$ cat config.mk
export PLATFORM = sky130hd
export DESIGN_NAME = io_intr_ctrl
export DESIGN_NICKNAME = d
export VERILOG_FILES = /design/src/rtl/io_intr_ctrl.sv
export SDC_FILE = /design/constraint.sdc
export NUM_CORES = 1
export LEC_CHECK = 0
export CORE_MARGIN = 3
export CORE_UTILIZATION = 45
export CTS_BUF_LIST = sky130_fd_sc_hd__clkbuf_16
export DETAILED_ROUTE_END_ITERATION = 16
export DONT_BUFFER_PORTS = 1
export GPL_TIMING_DRIVEN = 0
export PLACE_DENSITY = 0.68
export SLEW_MARGIN = 20
export SYNTH_ARGS = -nofsm -noshare
export SYNTH_HDL_FRONTEND = slang
export SYNTH_SLANG_ARGS = --single-unit
$ cat constraint.sdc
create_clock -name CLK -period 1.2 [get_ports CLK]
set_input_delay 0.3 -clock CLK [delete_from_list [all_inputs] [get_ports CLK]]
set_output_delay 0.3 -clock CLK [all_outputs]
set_load 0.02 [all_outputs]
$ cat src/rtl/io_intr_ctrl.sv
`default_nettype none
// ============================================================================
//  Module      : io_intr_ctrl
//  Description : I/O and interrupt controller for the basic computer. Holds
//                INPR/OUTR, the FGI/FGO flags, IEN and R, decodes the
//                register-reference I/O instructions and sequences the
//                RT0-RT2 interrupt cycle strobes.
//  Revision    : 1.0 - initial release
// ============================================================================
module io_intr_ctrl (
    input  logic       CLK,
    input  logic       rst,
    input  logic [6:0] T,
    input  logic       D7,
    input  logic       I,
    input  logic [5:0] B,
    input  logic [7:0] ac_low,
    input  logic [7:0] in_data,
    input  logic       in_valid,
    output logic       in_ready,
    output logic [7:0] out_data,
    output logic       out_valid,
    input  logic       out_ready,
    output logic [7:0] inpr,
    output logic       fgi,
    output logic       fgo,
    output logic       ien,
    output logic       r_cycle,
    output logic       ld_ac_inpr,
    output logic       skip,
    output logic       clr_ar,
    output logic       ld_tr,
    output logic       str_tr,
    output logic       clr_pc,
    output logic       inr_pc,
    output logic       clr_sc
);

    typedef enum logic [0:0] {
        ST_IDLE = 1'b0,
        ST_BUSY = 1'b1
    } out_state_t;

    out_state_t r_out_state;
    out_state_t w_out_state_nxt;

    logic [7:0] r_inpr;
    logic [7:0] r_outr;
    logic       r_fgi;
    logic       r_fgo;
    logic       r_ien;
    logic       r_r;

    logic       w_p;
    logic       w_inp;
    logic       w_out;
    logic       w_ski;
    logic       w_sko;
    logic       w_ion;
    logic       w_iof;
    logic       w_in_fire;
    logic       w_out_done;
    logic       w_rt0;
    logic       w_rt1;
    logic       w_rt2;
    logic       w_ien_eff;
    logic       w_r_set;
    logic       w_unused_t;

    // Timing slots T4..T6 matter only to the main control unit.
    assign w_unused_t = ^T[6:4];

    // I/O instruction decode, all qualified by D7 & I & T3.
    assign w_p   = D7 & I & T[3];
    assign w_inp = w_p & B[5];
    assign w_out = w_p & B[4];
    assign w_ski = w_p & B[3];
    assign w_sko = w_p & B[2];
    assign w_ion = w_p & B[1];
    assign w_iof = w_p & B[0];

    // Interrupt cycle timing slots.
    assign w_rt0 = r_r & T[0];
    assign w_rt1 = r_r & T[1];
    assign w_rt2 = r_r & T[2];

    // Terminal handshakes.
    assign w_in_fire  = in_valid & ~r_fgi;
    assign w_out_done = (r_out_state == ST_BUSY) & out_ready;

    // An IOF decoded in the same cycle must keep R from being set.
    assign w_ien_eff = r_ien & ~w_iof;
    assign w_r_set   = ~(T[0] | T[1] | T[2]) & w_ien_eff & (r_fgi | r_fgo);

    // Input side: a terminal byte beats a simultaneous INP clearing FGI.
    always_ff @(posedge CLK) begin
        if (rst) begin
            r_inpr <= 8'h00;
            r_fgi  <= 1'b0;
        end else if (w_in_fire) begin
            r_inpr <= in_data;
            r_fgi  <= 1'b1;
        end else if (w_inp) begin
            r_fgi  <= 1'b0;
        end
    end

    // Output side: OUT loads OUTR and clears FGO, winning over a completion.
    always_ff @(posedge CLK) begin
        if (rst) begin
            r_outr <= 8'h00;
            r_fgo  <= 1'b1;
        end else if (w_out) begin
            r_outr <= ac_low;
            r_fgo  <= 1'b0;
        end else if (w_out_done) begin
            r_fgo  <= 1'b1;
        end
    end

    // Output engine state register.
    always_ff @(posedge CLK) begin
        if (rst) begin
            r_out_state <= ST_IDLE;
        end else begin
            r_out_state <= w_out_state_nxt;
        end
    end

    // Output engine next state: OUT always (re)enters BUSY.
    always_comb begin
        w_out_state_nxt = r_out_state;
        case (r_out_state)
            ST_IDLE: if (w_out) w_out_state_nxt = ST_BUSY;
            ST_BUSY: if (!w_out && out_ready) w_out_state_nxt = ST_IDLE;
            default: w_out_state_nxt = ST_IDLE;
        endcase
    end

    // IEN and R: RT2 ends the interrupt cycle and disables interrupts.
    always_ff @(posedge CLK) begin
        if (rst) begin
            r_ien <= 1'b0;
            r_r   <= 1'b0;
        end else begin
            if (w_rt2) begin
                r_ien <= 1'b0;
            end else if (w_ion) begin
                r_ien <= 1'b1;
            end else if (w_iof) begin
                r_ien <= 1'b0;
            end

            if (w_rt2) begin
                r_r <= 1'b0;
            end else if (w_r_set) begin
                r_r <= 1'b1;
            end
        end
    end

    // Combinational strobes and register views.
    assign ld_ac_inpr = w_inp;
    assign skip       = (w_ski & r_fgi) | (w_sko & r_fgo);
    assign clr_ar     = w_rt0;
    assign ld_tr      = w_rt0;
    assign str_tr     = w_rt1;
    assign clr_pc     = w_rt1;
    assign inr_pc     = w_rt2;
    assign clr_sc     = w_p | w_rt2;

    assign in_ready   = ~r_fgi;
    assign out_data   = r_outr;
    assign out_valid  = (r_out_state == ST_BUSY);
    assign inpr       = r_inpr;
    assign fgi        = r_fgi;
    assign fgo        = r_fgo;
    assign ien        = r_ien;
    assign r_cycle    = r_r;

endmodule
`default_nettype wire

# Yosys cells after proc, flatten, opt, wreduce, memory -nomap -nowiden
# Cells that the tools add are included.
word_totals:
  ff_bits: 21
  in_bits: 35
  wordCells: 49
op_classes:
  muxes: 9
  bitwise: 27
  n_reduce_logical: 6
op_table:
  columns: ["cell", "n"]
  rows:
  - ["AND 1 bit", 18]
  - ["2-to-1 mux 1 bit", 8]
  - ["nonzero test 2 bit", 3]
  - ["OR 1 bit", 5]
  - ["inverter 1 bit", 4]
  - ["one-hot mux 1 bit (2 select lines)", 1]
  - ["OR reduction 2 bit", 1]
  - ["logical AND 1 bit", 1]
  - ["zero test 1 bit", 1]

# Logic depth before layout (Yosys ltp)
logic_depth:
  depth_word: 7
  mapped_depth: 4
  mapped_depth_nobuf: 3

# Worst setup path after synthesis
# OpenSTA, ideal clock, no wires.
synth_timing:
  path_kind: "flip-flop to output port"
  start: "register r_r, in the netlist r_cycle"
  end: "output port clr_sc"
  t_arrival_ps: 1016
  t_required_ps: 900
  slack_ps: -116
  path_stages_with_launch: 3
  path_buffers: 0
  cell_sequence: "dfxtp_1 -> and2_1 -> or2_1"
synth_via:
  elab_chain_cells: 2
synth_rtl:
  columns: ["element", "line", "source"]
  rows:
  - ["start: declaration", "52", "logic r_r;"]
  - ["start signal: assignment", "144", "r_r <= 1'b0;"]
  - ["start signal: assignment", "155", "r_r <= 1'b0;"]
  - ["start signal: assignment", "157", "r_r <= 1'b1;"]
  - ["AND 1 bit", "85", "assign w_rt2 = r_r & T[2];"]
  - ["net inr_pc", "35", "output logic inr_pc,"]
  - ["OR 1 bit", "170", "assign clr_sc = w_p | w_rt2;"]
  - ["end: declaration", "36", "output logic clr_sc"]
# The timed path passes the listed nets, and every way through them passes these cells.

# Worst setup path in the final report
# Ends and elaborated chain as after synthesis.

==> run metrics <==
most frequent cell after synthesis=dfxtp_1; Final Hold Viols=0; Clock power frac=43.0%; share of layout cells above drive strength 1=a little over a fifth; YS warnings=0; Die Ht=49.5 um; vias in the first global route=630; number of H-tree levels=1; synth cell count leaders=dfxtp_1, nand2_1, nor2_1; Vias/cell=about 5.2; ant diodes=0; Hold Crit Class=in2reg; Clock Latency Late Sink=about 250 ps; CTS max path bufs=2; Min Hold Slack=181 ps; top_reg_cell synth=dfxtp_1; slowest stage delay, CP=380 ps; fin crit share=114%; footprint of the multi-input gates=between 400 and 500 um2; Fin Clk Skew=between 3 and 4 ps; FF+latch count, synth=21; cts hold-fix bufs=0; Layout Nets=roughly 140; sequential power share=50.3%; Synth area leader=dfxtp_1; Worst Setup End Kind=primary output; CP max stage cell=dfxtp_4; fillers=~180; Worst Tran Pin Value=a little under 500 ps; Syn Nets=between 100 and 150; Mapped Area=~850 um2; total CTS buffers=3; Gate Count Post-Synth=between 90 and 100; Clk pin slew, worst setup/hold paths=roughly 50 ps; top cells by area, synth=dfxtp_1, mux2i_1, nand2_1; register area share after synthesis=49.4%; area delta synth->final=17.5%; fin area=around 1000 um2; Vias=between 600 and 700; R2R Path Start=fgi; DR WL/cell=14.7 um; Post-synth EDFFs=0; setup ws final=-167 ps; hold_sp=ac_low[2]; GRT overflow=0; Clock Tree Root=clkbuf_16; worst hold path depth=2; Placement Cell Area=891 um2; DRT antenna net count=0; I/O pin total=65; CP Max Fanout=5; first drt pass iteration count=4; initial core utilization=48.2%; DR DRC count=0; initial DRC count=6; area share of the largest cell type after synthesis=between 40% and 50%; data arrival time of the worst path=1070 ps; failing checks=setup timing; die area=roughly 2400 um2; register area=around 430 um2; Leakage=~0.39 nW; internal power=about 0.0012 W; CP Class=reg2out; status=complete, but fails checks; largest net degree at the start of global routing=12; CP Data Required Time=approximately 900 ps; # setup viols final=4; switching portion of total power=between 20% and 30%; initial antenna violation count=0; PortBufs=0; cell breakdown of the critical path=and2_4 -> or2_4; Total Power=~0.0016 W; post-DP HPWL=between 1 and 1.5 mm; portion of total power attributed to combinational logic=about 6.7%; Max-Cap Viols=0; maximum vdd ir drop=0.00105 V; Syn Area/Cell=8.96 um2; NetSw=~0.00034 W; Final min period=1370 ps; Post-synth ARST share=0%; TritonCTS clock tree=done; first-pass GRT wire length=2.95 mm; Slew Limit Fails=0; CTS sink cnt=21; RSZ-0062 raised after global routing=yes; Rows=15; Setup crit start kind=flip-flop; worst-case reg-to-reg path depth=4; crit path from=r_cycle; unique cell type count in the Yosys netlist=24; Core Area=about 1800 um2; GPL Wtd Cong=roughly 0.6; final WL=1.82 mm; fmax=0.732 GHz; DIE WIDTH=49.5 um; GRT Util Overall=15.9%; worst rel slew slack=between 60% and 70%; PwrDens=about 1600 nW/um2
[sequential cells by signal (all words and copies together) (netlist names)]
| name | cells |
|---|---|
| out_data | 8 |
| fgi | 1 |
| fgo | 1 |
| r_cycle | 1 |
| out_valid | 1 |
| ien | 1 |
| inpr | 8 |
[stage by stage]
stage	setup WS (ps)	setup TNS [ps]	util [%]	cells
floorplan	-6.00	-6.00	-	95
global placement	-50.8	-70.0	50.5	120
detailed placement	-71.5	-125	50.5	120
CTS	-171	-376	56.7	124
global route	-189	-450	56.7	124
finish	-167	-336	56.7	124
[final cells by class]
class	count	share of cell area, %
tap	25	3.13
sequential	21	42.9
inverter	2	0.751
multi-input combinational	66	40.4
buffer	6	4.88
clock inverter	1	0.375
clock buffer	3	7.51
[routing by layer]
layer / vias to the layer above / part of all wire, % / track usage (%) / routed length, um
met5: - / 0 / 0 / 0
met4: 0 / 1.4 / 6.91 / 26
met3: 4 / 9.6 / 5.74 / 175
met2: 31 / 52 / 27.5 / 937
met1: 286 / 37 / 17.5 / 680
li1: 323 / - / - / -
[worst paths after layout]
kind	slack, ps	to
min reg2reg	520	r_cycle
max reg2reg	160	inpr[1]
max	-170	clr_sc
min	180	out_data[2]
[critical path, delay by kind of cell, from the launching register on]
| family | cells | cell delay [ps] |
|---|---|---|
| AND/OR/NAND/NOR | 2 | 440 |
| flip-flops | 1 | 380 |
[layout by cell type, fill, tap and decap left out, types with 2 or more instances in the layout]
| master | Yosys | layout |
|---|---|---|
| a21oi_1 | 10 | 10 |
| buf_6 | 1 | 3 |
| dfxtp_4 | 0 | 2 |
| o21ai_1 | 3 | 3 |
| nor2_1 | 11 | 10 |
| and2_4 | 1 | 4 |
| a211oi_2 | 2 | 2 |
| nand2_1 | 18 | 18 |
| dfxtp_1 | 21 | 18 |
| inv_1 | 2 | 3 |
| clkbuf_16 | 0 | 3 |
| mux2i_1 | 8 | 8 |
[kinds of logic after synthesis]
kind of cell	count (synthesis)	share of synthesized area (%)
simple gates	41	23.1
compound gates	17	12.4
buf+inv	8	5.73
flops	21	49.4
mux	8	9.41
[repair_timing]
action | 4_1_cts | 5_1_grt
setup endpoints to repair | 7 | 4
setup buffers | 0 | 0
pin swaps | 1 | 2
gates resized for setup | 11 | 0
[power groups by stage]
stage	clock [W]	combinational [W]	sequential [W]
floorplan	0	0.0000882	0.000792
global placement	0	0.0000988	0.000798
detailed placement	0	0.000101	0.000799
CTS	0.000684	0.000105	0.000782
global route	0.000725	0.000117	0.000784
finish	0.000668	0.000104	0.000781
Power figures use the tool's default switching activity.
